<file path="src/rtl/counter_cfg_sequencer_pkg.sv">
// Shared definitions for the up/down counter register bus: addresses, widths and the
// state encodings used by the host-side sequencer and its bus transaction engine.
package counter_bus_defs;

    localparam int unsigned DATA_W_DEFAULT = 8;

    localparam logic [1:0] ADDR_PLR = 2'b00;
    localparam logic [1:0] ADDR_ULR = 2'b01;
    localparam logic [1:0] ADDR_LLR = 2'b10;
    localparam logic [1:0] ADDR_CCR = 2'b11;
    localparam logic [1:0] ADDR_CNT = 2'b00;

    typedef enum logic [2:0] {
        StIdle,
        StWSetup,
        StWStrobe,
        StStart,
        StRun,
        StRSetup,
        StRSample,
        StErr
    } seq_state_e;

    typedef enum logic [1:0] {
        PhIdle,
        PhSetup,
        PhStrobe
    } xact_phase_e;

endpackage

</file>
<file path="src/rtl/cnt_bus_xact.sv">
// Two-cycle single-transaction engine for the counter bus: a setup cycle with address and
// data presented, then a strobe cycle (nwr low for writes, read data captured at its end).
module cnt_bus_xact
    import counter_bus_defs::*;
#(
    parameter int unsigned DATA_W = DATA_W_DEFAULT
) (
    input  logic              clk,
    input  logic              reset,
    input  logic              clr,
    input  logic              go,
    input  logic              rw,
    input  logic [1:0]        addr,
    input  logic [DATA_W-1:0] wdata,
    output logic              cnt_ncs,
    output logic              cnt_nwr,
    output logic              cnt_nrd,
    output logic              cnt_a1,
    output logic              cnt_a0,
    output logic [DATA_W-1:0] cnt_dout,
    output logic              cnt_doe,
    input  logic [DATA_W-1:0] cnt_din,
    output logic [DATA_W-1:0] rdata,
    output logic              xact_done
);

    xact_phase_e       phase_q, phase_d;
    logic              rw_q, rw_d;
    logic [1:0]        addr_q, addr_d;
    logic [DATA_W-1:0] wdata_q, wdata_d;
    logic [DATA_W-1:0] rdata_q, rdata_d;
    logic              active, wr_active, rd_active;

    always_comb begin
        phase_d = phase_q;
        rw_d    = rw_q;
        addr_d  = addr_q;
        wdata_d = wdata_q;
        rdata_d = rdata_q;
        if (clr) begin
            phase_d = PhIdle;
        end else begin
            if (phase_q == PhStrobe && rw_q) begin
                rdata_d = cnt_din;
            end
            // A new transaction may start in the strobe cycle of the previous one.
            if (go && phase_q != PhSetup) begin
                phase_d = PhSetup;
                rw_d    = rw;
                addr_d  = addr;
                wdata_d = wdata;
            end else if (phase_q == PhSetup) begin
                phase_d = PhStrobe;
            end else if (phase_q == PhStrobe) begin
                phase_d = PhIdle;
            end
        end
    end

    always_ff @(posedge clk or negedge reset) begin
        if (!reset) begin
            phase_q <= PhIdle;
            rw_q    <= 1'b0;
            addr_q  <= 2'b00;
            wdata_q <= '0;
            rdata_q <= '0;
        end else begin
            phase_q <= phase_d;
            rw_q    <= rw_d;
            addr_q  <= addr_d;
            wdata_q <= wdata_d;
            rdata_q <= rdata_d;
        end
    end

    always_comb begin
        active    = (phase_q != PhIdle);
        wr_active = active && !rw_q;
        rd_active = active && rw_q;
        cnt_ncs   = !active;
        cnt_nwr   = !(wr_active && phase_q == PhStrobe);
        cnt_nrd   = !rd_active;
        cnt_doe   = wr_active;
        cnt_a1    = active ? addr_q[1] : 1'b0;
        cnt_a0    = active ? addr_q[0] : 1'b0;
        cnt_dout  = wr_active ? wdata_q : '0;
        rdata     = rdata_q;
        xact_done = (phase_q == PhStrobe);
    end

endmodule

</file>
<file path="src/rtl/counter_cfg_sequencer.sv">
// Host-side sequencer for the up/down counter: validates a configuration, writes the four
// registers, starts the counter, watches for ec/err and interleaves count read-backs.
module counter_cfg_sequencer
    import counter_bus_defs::*;
#(
    parameter int unsigned DATA_W = DATA_W_DEFAULT
) (
    input  logic              clk,
    input  logic              reset,
    input  logic              cfg_valid,
    output logic              cfg_ready,
    input  logic [DATA_W-1:0] plr_in,
    input  logic [DATA_W-1:0] ulr_in,
    input  logic [DATA_W-1:0] llr_in,
    input  logic [DATA_W-1:0] ccr_in,
    input  logic              rd_req,
    output logic [DATA_W-1:0] rd_data,
    output logic              rd_valid,
    input  logic              abort,
    output logic              done,
    output logic              err_flag,
    output logic              cnt_ncs,
    output logic              cnt_nwr,
    output logic              cnt_nrd,
    output logic              cnt_a1,
    output logic              cnt_a0,
    output logic [DATA_W-1:0] cnt_dout,
    output logic              cnt_doe,
    input  logic [DATA_W-1:0] cnt_din,
    output logic              cnt_start,
    input  logic              cnt_ec,
    input  logic              cnt_err
);

    seq_state_e        state_q, state_d;
    seq_state_e        ret_q, ret_d;
    logic [1:0]        idx_q, idx_d, idx_nxt;
    logic [DATA_W-1:0] plr_q, plr_d, ulr_q, ulr_d, llr_q, llr_d, ccr_q, ccr_d;
    logic              err_flag_q, err_flag_d;
    logic              done_q, done_d;
    logic              rd_valid_q, rd_valid_d;
    logic              ec_pend_q, ec_pend_d;
    logic              err_pend_q, err_pend_d;

    logic              go, go_rw;
    logic [1:0]        go_addr;
    logic [DATA_W-1:0] go_wdata;
    logic              eng_ncs, xact_done;
    logic              accept, limits_ok, ec_eff, err_eff;

    assign cfg_ready = (state_q == StIdle) || (state_q == StErr);
    assign accept    = cfg_valid && cfg_ready;
    assign limits_ok = (llr_in < ulr_in) && (llr_in <= plr_in) && (plr_in <= ulr_in);
    assign idx_nxt   = idx_q + 2'd1;
    assign ec_eff    = cnt_ec || ec_pend_q;
    assign err_eff   = cnt_err || err_pend_q;

    always_comb begin
        state_d    = state_q;
        ret_d      = ret_q;
        idx_d      = idx_q;
        plr_d      = plr_q;
        ulr_d      = ulr_q;
        llr_d      = llr_q;
        ccr_d      = ccr_q;
        err_flag_d = err_flag_q;
        done_d     = 1'b0;
        rd_valid_d = 1'b0;
        ec_pend_d  = ec_pend_q;
        err_pend_d = err_pend_q;
        go         = 1'b0;
        go_rw      = 1'b0;
        go_addr    = ADDR_PLR;
        go_wdata   = '0;

        if (abort) begin
            state_d    = StIdle;
            ec_pend_d  = 1'b0;
            err_pend_d = 1'b0;
        end else begin
            unique case (state_q)
                StIdle, StErr: begin
                    if (accept) begin
                        plr_d      = plr_in;
                        ulr_d      = ulr_in;
                        llr_d      = llr_in;
                        ccr_d      = ccr_in;
                        idx_d      = 2'd0;
                        ec_pend_d  = 1'b0;
                        err_pend_d = 1'b0;
                        if (limits_ok) begin
                            // First write launches straight from the inputs to save a cycle.
                            go         = 1'b1;
                            go_addr    = ADDR_PLR;
                            go_wdata   = plr_in;
                            err_flag_d = 1'b0;
                            state_d    = StWSetup;
                        end else begin
                            err_flag_d = 1'b1;
                            state_d    = StErr;
                        end
                    end else if (state_q == StIdle && rd_req && !rd_valid_q) begin
                        go      = 1'b1;
                        go_rw   = 1'b1;
                        go_addr = ADDR_CNT;
                        ret_d   = StIdle;
                        state_d = StRSetup;
                    end
                end
                StWSetup: begin
                    state_d = StWStrobe;
                end
                StWStrobe: begin
                    if (xact_done) begin
                        if (idx_q == 2'd3) begin
                            state_d = StStart;
                        end else begin
                            idx_d   = idx_nxt;
                            go      = 1'b1;
                            state_d = StWSetup;
                            case (idx_nxt)
                                2'd0: begin go_addr = ADDR_PLR; go_wdata = plr_q; end
                                2'd1: begin go_addr = ADDR_ULR; go_wdata = ulr_q; end
                                2'd2: begin go_addr = ADDR_LLR; go_wdata = llr_q; end
                                default: begin go_addr = ADDR_CCR; go_wdata = ccr_q; end
                            endcase
                        end
                    end
                end
                StStart: begin
                    state_d = StRun;
                end
                StRun: begin
                    // done_q high means the run already ended; this is the last RUN cycle.
                    if (done_q) begin
                        state_d = StIdle;
                    end else if (err_eff) begin
                        err_flag_d = 1'b1;
                        ec_pend_d  = 1'b0;
                        err_pend_d = 1'b0;
                        state_d    = StErr;
                    end else if (ec_eff) begin
                        done_d    = 1'b1;
                        ec_pend_d = 1'b0;
                    end else if (rd_req && !rd_valid_q) begin
                        go      = 1'b1;
                        go_rw   = 1'b1;
                        go_addr = ADDR_CNT;
                        ret_d   = StRun;
                        state_d = StRSetup;
                    end
                end
                StRSetup: begin
                    if (ret_q == StRun) begin
                        ec_pend_d  = ec_pend_q || cnt_ec;
                        err_pend_d = err_pend_q || cnt_err;
                    end
                    state_d = StRSample;
                end
                StRSample: begin
                    if (ret_q == StRun) begin
                        ec_pend_d  = ec_pend_q || cnt_ec;
                        err_pend_d = err_pend_q || cnt_err;
                    end
                    if (xact_done) begin
                        rd_valid_d = 1'b1;
                        state_d    = ret_q;
                    end
                end
                default: begin
                    state_d = StIdle;
                end
            endcase
        end
    end

    always_ff @(posedge clk or negedge reset) begin
        if (!reset) begin
            state_q    <= StIdle;
            ret_q      <= StIdle;
            idx_q      <= 2'd0;
            plr_q      <= '0;
            ulr_q      <= '0;
            llr_q      <= '0;
            ccr_q      <= '0;
            err_flag_q <= 1'b0;
            done_q     <= 1'b0;
            rd_valid_q <= 1'b0;
            ec_pend_q  <= 1'b0;
            err_pend_q <= 1'b0;
        end else begin
            state_q    <= state_d;
            ret_q      <= ret_d;
            idx_q      <= idx_d;
            plr_q      <= plr_d;
            ulr_q      <= ulr_d;
            llr_q      <= llr_d;
            ccr_q      <= ccr_d;
            err_flag_q <= err_flag_d;
            done_q     <= done_d;
            rd_valid_q <= rd_valid_d;
            ec_pend_q  <= ec_pend_d;
            err_pend_q <= err_pend_d;
        end
    end

    cnt_bus_xact #(
        .DATA_W (DATA_W)
    ) u_xact (
        .clk       (clk),
        .reset     (reset),
        .clr       (abort),
        .go        (go),
        .rw        (go_rw),
        .addr      (go_addr),
        .wdata     (go_wdata),
        .cnt_ncs   (eng_ncs),
        .cnt_nwr   (cnt_nwr),
        .cnt_nrd   (cnt_nrd),
        .cnt_a1    (cnt_a1),
        .cnt_a0    (cnt_a0),
        .cnt_dout  (cnt_dout),
        .cnt_doe   (cnt_doe),
        .cnt_din   (cnt_din),
        .rdata     (rd_data),
        .xact_done (xact_done)
    );

    // The counter is held selected for the whole run so it keeps reporting ec/err.
    assign cnt_ncs   = eng_ncs && (state_q != StRun);
    assign cnt_start = (state_q == StStart);
    assign done      = done_q;
    assign rd_valid  = rd_valid_q;
    assign err_flag  = err_flag_q;

endmodule

</file>
<file path="config.mk">
export PLATFORM = sky130hd
export DESIGN_NAME = counter_cfg_sequencer
export DESIGN_NICKNAME = d
export VERILOG_FILES = /design/src/rtl/counter_cfg_sequencer_pkg.sv /design/src/rtl/cnt_bus_xact.sv /design/src/rtl/counter_cfg_sequencer.sv
export SDC_FILE = /design/constraint.sdc
export NUM_CORES = 1
export LEC_CHECK = 0
export ABC_CLOCK_PERIOD_IN_PS = 2100
export BUFFER_PORTS_ARGS = -buffer_cell sky130_fd_sc_hd__buf_4
export CORE_UTILIZATION = 50
export CTS_CLUSTER_DIAMETER = 40
export CTS_CLUSTER_SIZE = 10
export DETAILED_ROUTE_END_ITERATION = 7
export GPL_ROUTABILITY_DRIVEN = 0
export HOLD_SLACK_MARGIN = 0.1
export PLACE_DENSITY = 0.83
export SLEW_MARGIN = 20
export SYNTH_ARGS = -nofsm -noshare
export SYNTH_HDL_FRONTEND = slang
export SYNTH_SLANG_ARGS = --single-unit
</file>
<file path="constraint.sdc">
create_clock -name clk -period 2.1 [get_ports clk]
set_input_delay 0.315 -clock clk [delete_from_list [all_inputs] [get_ports clk]]
set_output_delay 0.315 -clock clk [all_outputs]
set_load 0.05 [all_outputs]
</file>
# Word-level counts from Yosys, hierarchy flattened
# Index checks and enable logic that the tools add are counted.
[op_classes]
n_bitwise = 1
n_mux = 78
n_eq_ne = 35
n_addsub = 1
reduce_logical = 38
magnitude_cmp = 3
[op_table]
columns = ["operator", "count"]
rows = [
  ["two-way mux 3 bit", 16],
  ["two-way mux 8 bit", 5],
  ["two-way mux 1 bit", 35],
  ["AND reduction 5 bit", 5],
  ["one-hot mux 8 bit (3 select lines)", 1],
  ["two-way mux 2 bit", 11],
  ["one-hot mux 3 bit (7 select lines)", 1],
  ["!= test 2 bit (second input constant)", 9],
  ["less-or-equal comparator 8 bit", 2],
  ["one-hot mux 8 bit (2 select lines)", 1],
  ["equality test 3 bit (second input constant)", 5],
  ["logical AND 1 bit", 12],
  ["!= test 3 bit (second input constant)", 4],
  ["!= test 5 bit (second input constant)", 2],
  ["one-hot mux 1 bit (3 select lines)", 3],
  ["< comparator 8 bit", 1],
  ["!= test 4 bit (second input constant)", 2],
  ["AND reduction 8 bit", 1],
  ["nonzero test 4 bit", 2],
  ["equality test 2 bit (second input constant)", 3],
  ["equality test 3 x 2 -> 1 bit (second input constant)", 2],
  ["!= test 3 x 2 -> 1 bit (second input constant)", 2],
  ["one-hot mux 2 bit (3 select lines)", 1],
  ["one-hot mux 3 bit (2 select lines)", 1],
  ["16 further kinds", 29],
]
[word_totals]
regBits = 66
input_bits = 47
output_inout_bits = 27
elab_cells = 173

# Depth between registers and ports, before layout
[logic_depth]
ltp_word = 11
depth_mapped = 9
depth_no_buf = 8

# Hierarchy
# A second synthesis with hierarchy kept.
[unflattened]
hier_cells = 373
hier_area_um2 = 3806.2
[modules_own_cells]
columns = ["module", "cells_per_inst", "area_each_um2", "seq_area_each_um2", "instances"]
rows = [
  ["counter_cfg_sequencer", 309, 2867.8, 1076.0, 1],
  ["cnt_bus_xact", 64, 938.4, 525.5, 1],
]

# Least setup slack after synthesis
# Ideal clock, no wire load.
[synth_timing]
path_type = "input to register"
start = "in ulr_in[3]"
end = "reg u_xact.addr_q[0]"
arrival_ps = 2214
cell_stages = 8
path_buffers = 0
setup_time_ps = 128
slack_ps = -241
required_ps = 1972
cell_sequence = "inv_1 > ha_1 > and4_1 > or3b_1 > a222oi_1 > nand4_2 > o21ai_4 > mux2_1"
[synth_via]
elab_chain_len = 9
word_cells_on_any_way = 10
classes_between = "order compare: 2; mux: 4; reduce/logical: 4"
[synth_lines]
columns = ["item", "line", "rtl"]
rows = [
  ["start: declaration", "counter_cfg_sequencer.sv:13", "input logic [DATA_W-1:0] ulr_in,"],
  ["< comparator 8 bit", "counter_cfg_sequencer.sv:53", "assign limits_ok = (llr_in < ulr_in) && (llr_in <= plr_in) && (plr_in <= ulr_in);"],
  ["logical AND 1 bit", "counter_cfg_sequencer.sv:53", ""],
  ["logical AND 1 bit (*)", "counter_cfg_sequencer.sv:53", ""],
  ["two-way mux 1 bit (*)", "counter_cfg_sequencer.sv:91", "if (limits_ok) begin"],
  ["two-way mux 1 bit (*)", "counter_cfg_sequencer.sv:83", "if (accept) begin"],
  ["one-hot mux 1 bit (3 select lines) (*)", "counter_cfg_sequencer.sv:81", "unique case (state_q)"],
  ["two-way mux 1 bit (*)", "counter_cfg_sequencer.sv:76", "if (abort) begin"],
  ["logical AND 1 bit (*)", "cnt_bus_xact.sv:47", "if (go && phase_q != PhSetup) begin"],
  ["AND reduction 2 bit (no source line) (*)", "n/a", ""],
  ["end signal: assignment", "cnt_bus_xact.sv:70", "addr_q <= addr_d;"],
  ["end: declaration", "cnt_bus_xact.sv:29", "logic [1:0] addr_q, addr_d;"],
]
# Mark *: on every way between the ends. The rest lies on a longest branch, timed or not.
# A chain may end at the register's enable or synchronous reset.

# Final worst setup path
[layout_timing]
start = "in plr_in[3]"
end = "reg u_xact.rw_q"
[layout_via]
elab_chain_len = 9
word_cells_on_any_way = 10
classes_between = "order compare: 2; mux: 4; reduce/logical: 4"
[layout_lines]
columns = ["item", "line", "rtl"]
rows = [
  ["start: declaration", "counter_cfg_sequencer.sv:12", "input logic [DATA_W-1:0] plr_in,"],
  ["less-or-equal comparator 8 bit", "counter_cfg_sequencer.sv:53", ""],
  ["logical AND 1 bit", "counter_cfg_sequencer.sv:53", ""],
  ["logical AND 1 bit (*)", "counter_cfg_sequencer.sv:53", ""],
  ["two-way mux 1 bit (*)", "counter_cfg_sequencer.sv:91", ""],
  ["two-way mux 1 bit (*)", "counter_cfg_sequencer.sv:83", ""],
  ["one-hot mux 1 bit (3 select lines) (*)", "counter_cfg_sequencer.sv:81", ""],
  ["two-way mux 1 bit (*)", "counter_cfg_sequencer.sv:76", ""],
  ["logical AND 1 bit (*)", "cnt_bus_xact.sv:47", ""],
  ["AND reduction 2 bit (no source line) (*)", "n/a", ""],
  ["end signal: assignment", "cnt_bus_xact.sv:69", "rw_q <= rw_d;"],
  ["end: declaration", "cnt_bus_xact.sv:28", "logic rw_q, rw_d;"],
]
# Marks and branches as above.

==> metrics.txt <==
# TYPE chip_impl_metric gauge
chip_impl_info{name="ys_dominant_reg_cell",value="dfrtp_1"} 1
chip_impl_metric{name="min_period_over_period",unit="%"} 104
chip_impl_metric{name="netlist_area",unit="sq um"} 3740
chip_impl_metric{name="p_clk_share",unit="%"} 20.2
chip_impl_metric{name="antenna_found_initial",unit=""} 0
chip_impl_metric{name="detailedPlacementHpwl",unit="um"} 6980
chip_impl_metric{name="power-per-cell-area",unit="nW/um^2"} 1100
chip_impl_metric{name="clk_lat_worst_skew",unit="ps"} 340
chip_impl_metric{name="power_share_of_the_combinational_group",unit="%"} 43.7
chip_impl_metric{name="total_leakage_power",unit="nW"} 2.44
chip_impl_metric{name="layout-drive-gt1-share",unit="%"} 39.0
chip_impl_metric{name="number_of_synthesized_register_bits",unit=""} 64
chip_impl_metric{name="switching_share",unit="%"} 38.4
chip_impl_metric{name="count_of_standard_cell_rows",unit=""} 31
chip_impl_metric{name="total_negative_slack_for_setup_checks",unit="ps"} -680
chip_impl_metric{name="post_synth_and_or_nand_nor_area_fraction",unit="%"} 16.2
chip_impl_metric{name="dieWidth",unit="um"} 88.4
chip_impl_metric{name="routed-wl-met3",unit="um"} 465
chip_impl_metric{name="layout.cell_area.non_filler",unit="sq um"} 5120
chip_impl_metric{name="worst_ep_arrival_time",unit="ps"} 2410
chip_impl_metric{name="finalWorstPathRequiredPeriod",unit="ps"} 2180
chip_impl_metric{name="crit_required",unit="ps"} 2330
chip_impl_info{name="critPathCaptureType",value="flop"} 1
chip_impl_metric{name="grt_pass1_vias",unit=""} 3283
chip_impl_metric{name="clock_path_buffers",unit=""} 2
chip_impl_metric{name="synth_warn",unit=""} 0
chip_impl_metric{name="slew_violations",unit=""} 0
chip_impl_metric{name="met2_length",unit="um"} 4760
chip_impl_metric{name="power_switching",unit="mW"} 2.15
chip_impl_metric{name="achievable-frequency",unit="GHz"} 0.459
chip_impl_metric{name="synth_edf_count",unit=""} 0
chip_impl_metric{name="final_nets",unit=""} 567
chip_impl_metric{name="netlist-cell-type-count",unit=""} 59
chip_impl_metric{name="cts.sinks",unit=""} 64
chip_impl_metric{name="dr_total_vias",unit=""} 3369
chip_impl_metric{name="critical_path.max_fanout",unit=""} 4
chip_impl_metric{name="timing.final.ws_setup",unit="ps"} -80.5
chip_impl_metric{name="peakVddDrop",unit="uV"} 442
chip_impl_info{name="grt_setup_unrepaired",value="true"} 1
chip_impl_metric{name="synth_adder_area_share",unit="%"} 9.38
chip_impl_metric{name="num-fill-cells",unit=""} 523
chip_impl_metric{name="hold_viol",unit=""} 0
chip_impl_info{name="worstHoldPathType",value="input pin to flop"} 1
chip_impl_metric{name="clkSlewWorstSetupHoldPaths",unit="ps"} 70
chip_impl_metric{name="cp.buffers_inverters",unit=""} 1
chip_impl_metric{name="globalRouteTotalUtil",unit="%"} 25.2
chip_impl_info{name="cp_slowest_cell",value="or3b_1"} 1
chip_impl_info{name="cts.root.buffer_cell",value="clkbuf_8"} 1
chip_impl_metric{name="antenna_left",unit=""} 0
chip_impl_metric{name="fp.dieArea",unit="sq um"} 7820
chip_impl_metric{name="ios",unit=""} 74
chip_impl_metric{name="synth-compound-area-share",unit="%"} 17.8
chip_impl_metric{name="num_antenna_cells",unit=""} 0
chip_impl_metric{name="drt_pass_1_iters",unit=""} 5
chip_impl_metric{name="remaining_drc_errors",unit=""} 0
chip_impl_metric{name="normalized_max_slew_margin",unit="%"} 47.8
chip_impl_metric{name="num_cts_buffers",unit=""} 9
chip_impl_metric{name="synth_sequential_area_ratio",unit="%"} 42.9
chip_impl_metric{name="m1WireLength",unit="um"} 4040
chip_impl_metric{name="setup_violations",unit=""} 12
chip_impl_info{name="critPathTopFamily",value="simple AND/OR/NAND/NOR gates"} 1
chip_impl_metric{name="grt_start_max_net_pins",unit=""} 65
chip_impl_metric{name="post_synth_inst_count",unit=""} 374
chip_impl_metric{name="detail_route.wirelength",unit="um"} 9430
chip_impl_metric{name="async_reset_ff_share",unit="%"} 100
chip_impl_metric{name="synthXorXnorAreaFrac",unit="%"} 0
chip_impl_metric{name="postSynthAreaPerCell",unit="sq um"} 9.99
chip_impl_metric{name="power.share.sequential",unit="%"} 36.1
chip_impl_metric{name="dr.first_iter.drc_count",unit=""} 270
chip_impl_info{name="crit_type",value="input pin to flop"} 1
chip_impl_metric{name="internal_power",unit="mW"} 3.46
chip_impl_info{name="crit_path_cell_trace",value="buf_8 > ha_4 > and4_4 > or3b_1 > a222oi_1 > nand4_2 > o21ai_4 > mux2_4"} 1
chip_impl_metric{name="place_worst_setup_slack",unit="ps"} -523
chip_impl_metric{name="measured_slew_at_the_worst_slew_check_pin",unit="ps"} 784
chip_impl_metric{name="placed_cell_area",unit="sq um"} 4770
chip_impl_metric{name="share_of_cell_area_taken_by_muxes_after_synthesis",unit="%"} 8.71
chip_impl_metric{name="finalClockSkew",unit="ps"} 8.39
chip_impl_info{name="dominant_combinational_cell_family_by_area_after_synthesis",value="compound AO/OA/AOI/OAI gates"} 1
chip_impl_metric{name="port-buffer-count",unit=""} 73
chip_impl_metric{name="grt_overflow_total",unit=""} 0
chip_impl_metric{name="vias_per_cell",unit=""} 5.65
chip_impl_metric{name="core_area",unit="sq um"} 7250
chip_impl_metric{name="wl_per_cell",unit="um"} 15.8
chip_impl_metric{name="die_height",unit="um"} 88.4
chip_impl_metric{name="synth.net_count",unit=""} 449
chip_impl_info{name="timing.critical_path.from_type",value="input pin"} 1
chip_impl_metric{name="clock_tree.htree_level_count",unit=""} 3
chip_impl_info{name="tritoncts",value="built"} 1
chip_impl_metric{name="initial_core_util",unit="%"} 51.5
chip_impl_info{name="failed_checks",value="setup timing"} 1
chip_impl_info{name="top_layer_used",value="met4"} 1
chip_impl_metric{name="timing.max_cap.violations",unit=""} 0
chip_impl_metric{name="flow.area_growth_from_synthesis",unit="%"} 37.0
chip_impl_info{name="result_of_the_run",value="finished, violations left"} 1
chip_impl_metric{name="first_pass_grt_wire_length",unit="um"} 15000
chip_impl_metric{name="critical_path.max_stage_delay",unit="ps"} 340
chip_impl_metric{name="total_power",unit="mW"} 5.62
==> layout make-up <==
| type | count | area (sq um) | area share (%) |
|---|---|---|---|
| clock buffers | 10 | 128 | 2.49 |
| clock inverters | 6 | 83.8 | 1.64 |
| inverters | 25 | 114 | 2.22 |
| multi-input cells | 267 | 2050 | 40.1 |
| flip-flops and latches | 64 | 1600 | 31.3 |
| well taps | 99 | 124 | 2.42 |
| repair buffers | 125 | 1010 | 19.8 |
==> cell usage after synthesis, types with 9 or more instances <==
cell | count | area (sq um)
a21oi_1 | 23 | 115
a222oi_1 | 9 | 90.1
clkbuf_1 | 12 | 45.0
dfrtp_1 | 64 | 1600
ha_1 | 28 | 350
inv_1 | 25 | 93.8
mux2_2 | 24 | 270
nand2_1 | 30 | 113
nor2_1 | 33 | 124
o21ai_0 | 13 | 65.1
o21ai_1 | 10 | 50.1
o22a_1 | 9 | 78.8
==> flip-flops by register name, summed over array words and instances, names as in the netlist, 2 cells and up <==
name,count
ccr_q,8
llr_q,8
plr_q,8
u_xact.rdata,8
u_xact.wdata_q,8
ulr_q,8
state_q,3
idx_q,2
u_xact.addr_q,2
u_xact.phase_q,2
==> cells in the final DEF (no fill, tap or decap), drive strengths merged, types with 2 or more instances in the layout <==
cell type,instances
a211oi,3
a21o,2
a21oi,23
a221oi,2
a222oi,9
a31oi,3
and2,8
and3,3
and4,3
buf,124
bufinv,2
clkbuf,10
clkinv,4
dfrtp,64
ha,28
inv,25
mux2,28
nand2,32
nand2b,7
nand3,5
nand3b,2
nand4,2
nor2,33
nor2b,3
nor3,4
nor4,2
o21ai,26
o22a,9
o31a,8
or2,3
or4,3
==> power by group through the flow <==
stage	clock [mW]	sequential [mW]	combinational, mW
6_report	1.13	2.03	2.45
5_1_grt	1.22	2.08	2.67
4_1_cts	1.15	2.02	2.38
3_5_place_dp	0	2.04	2.34
3_3_place_gp	0	2.01	2.27
2_1_floorplan	0	2.07	1.54
==> cell families after synthesis <==
family,Yosys count
simple gates,115
compound gates,95
flops,64
buf+inv,43
mux,29
fa+ha+maj,28
==> metal layers <==
| layer | global-route usage, % | up-vias |
|---|---|---|
| met5 | 0 | - |
| met1 | 32.4 | 1637 |
| li1 | - | 1594 |
| met3 | 4.85 | 17 |
| met2 | 42.4 | 121 |
| met4 | 8.80 | 0 |
==> final timing paths <==
| check | start | end | slack, ps | cells after the start |
|---|---|---|---|---|
| worst min register to register | plr_q[3] | plr_q[3] | 490 | 2 |
| worst max register to register | state_q[0] | state_q[2] | 100 | 6 |
| max in group asynchronous | reset | err_pend_q | 990 | 2 |
| worst min-delay path | cnt_din[4] | u_xact.rdata[4] | 200 | 2 |
| min in group asynchronous | reset | state_q[0] | 590 | 2 |
| worst max-delay path | plr_in[3] | u_xact.rw_q | -80 | 8 |
==> worst reg2reg max path, cell delays in order, from the launching register on <==
cell     delay (ps)
dfrtp_1         420
or2_1           340
or4_1           510
a21oi_1         180
nor2_1          130
a21oi_1         230
nor4_2           70
==> stage by stage <==
stage	cells	util [%]	hold WS, ps
2_1_floorplan	374	-	19.4
3_3_place_gp	575	65.8	447
3_5_place_dp	575	65.8	457
4_1_cts	594	69.7	193
5_1_grt	596	70.6	184
6_report	596	70.6	203
==> what timing repair did <==
action	CTS	global route
setup buffers	2	2
resized for setup	13	11
endpoints found under the setup margin	14	17
hold buffers	1	0
pin swaps	4	2
endpoints found under the hold margin	51	0
(Power assumes the default switching activity.)
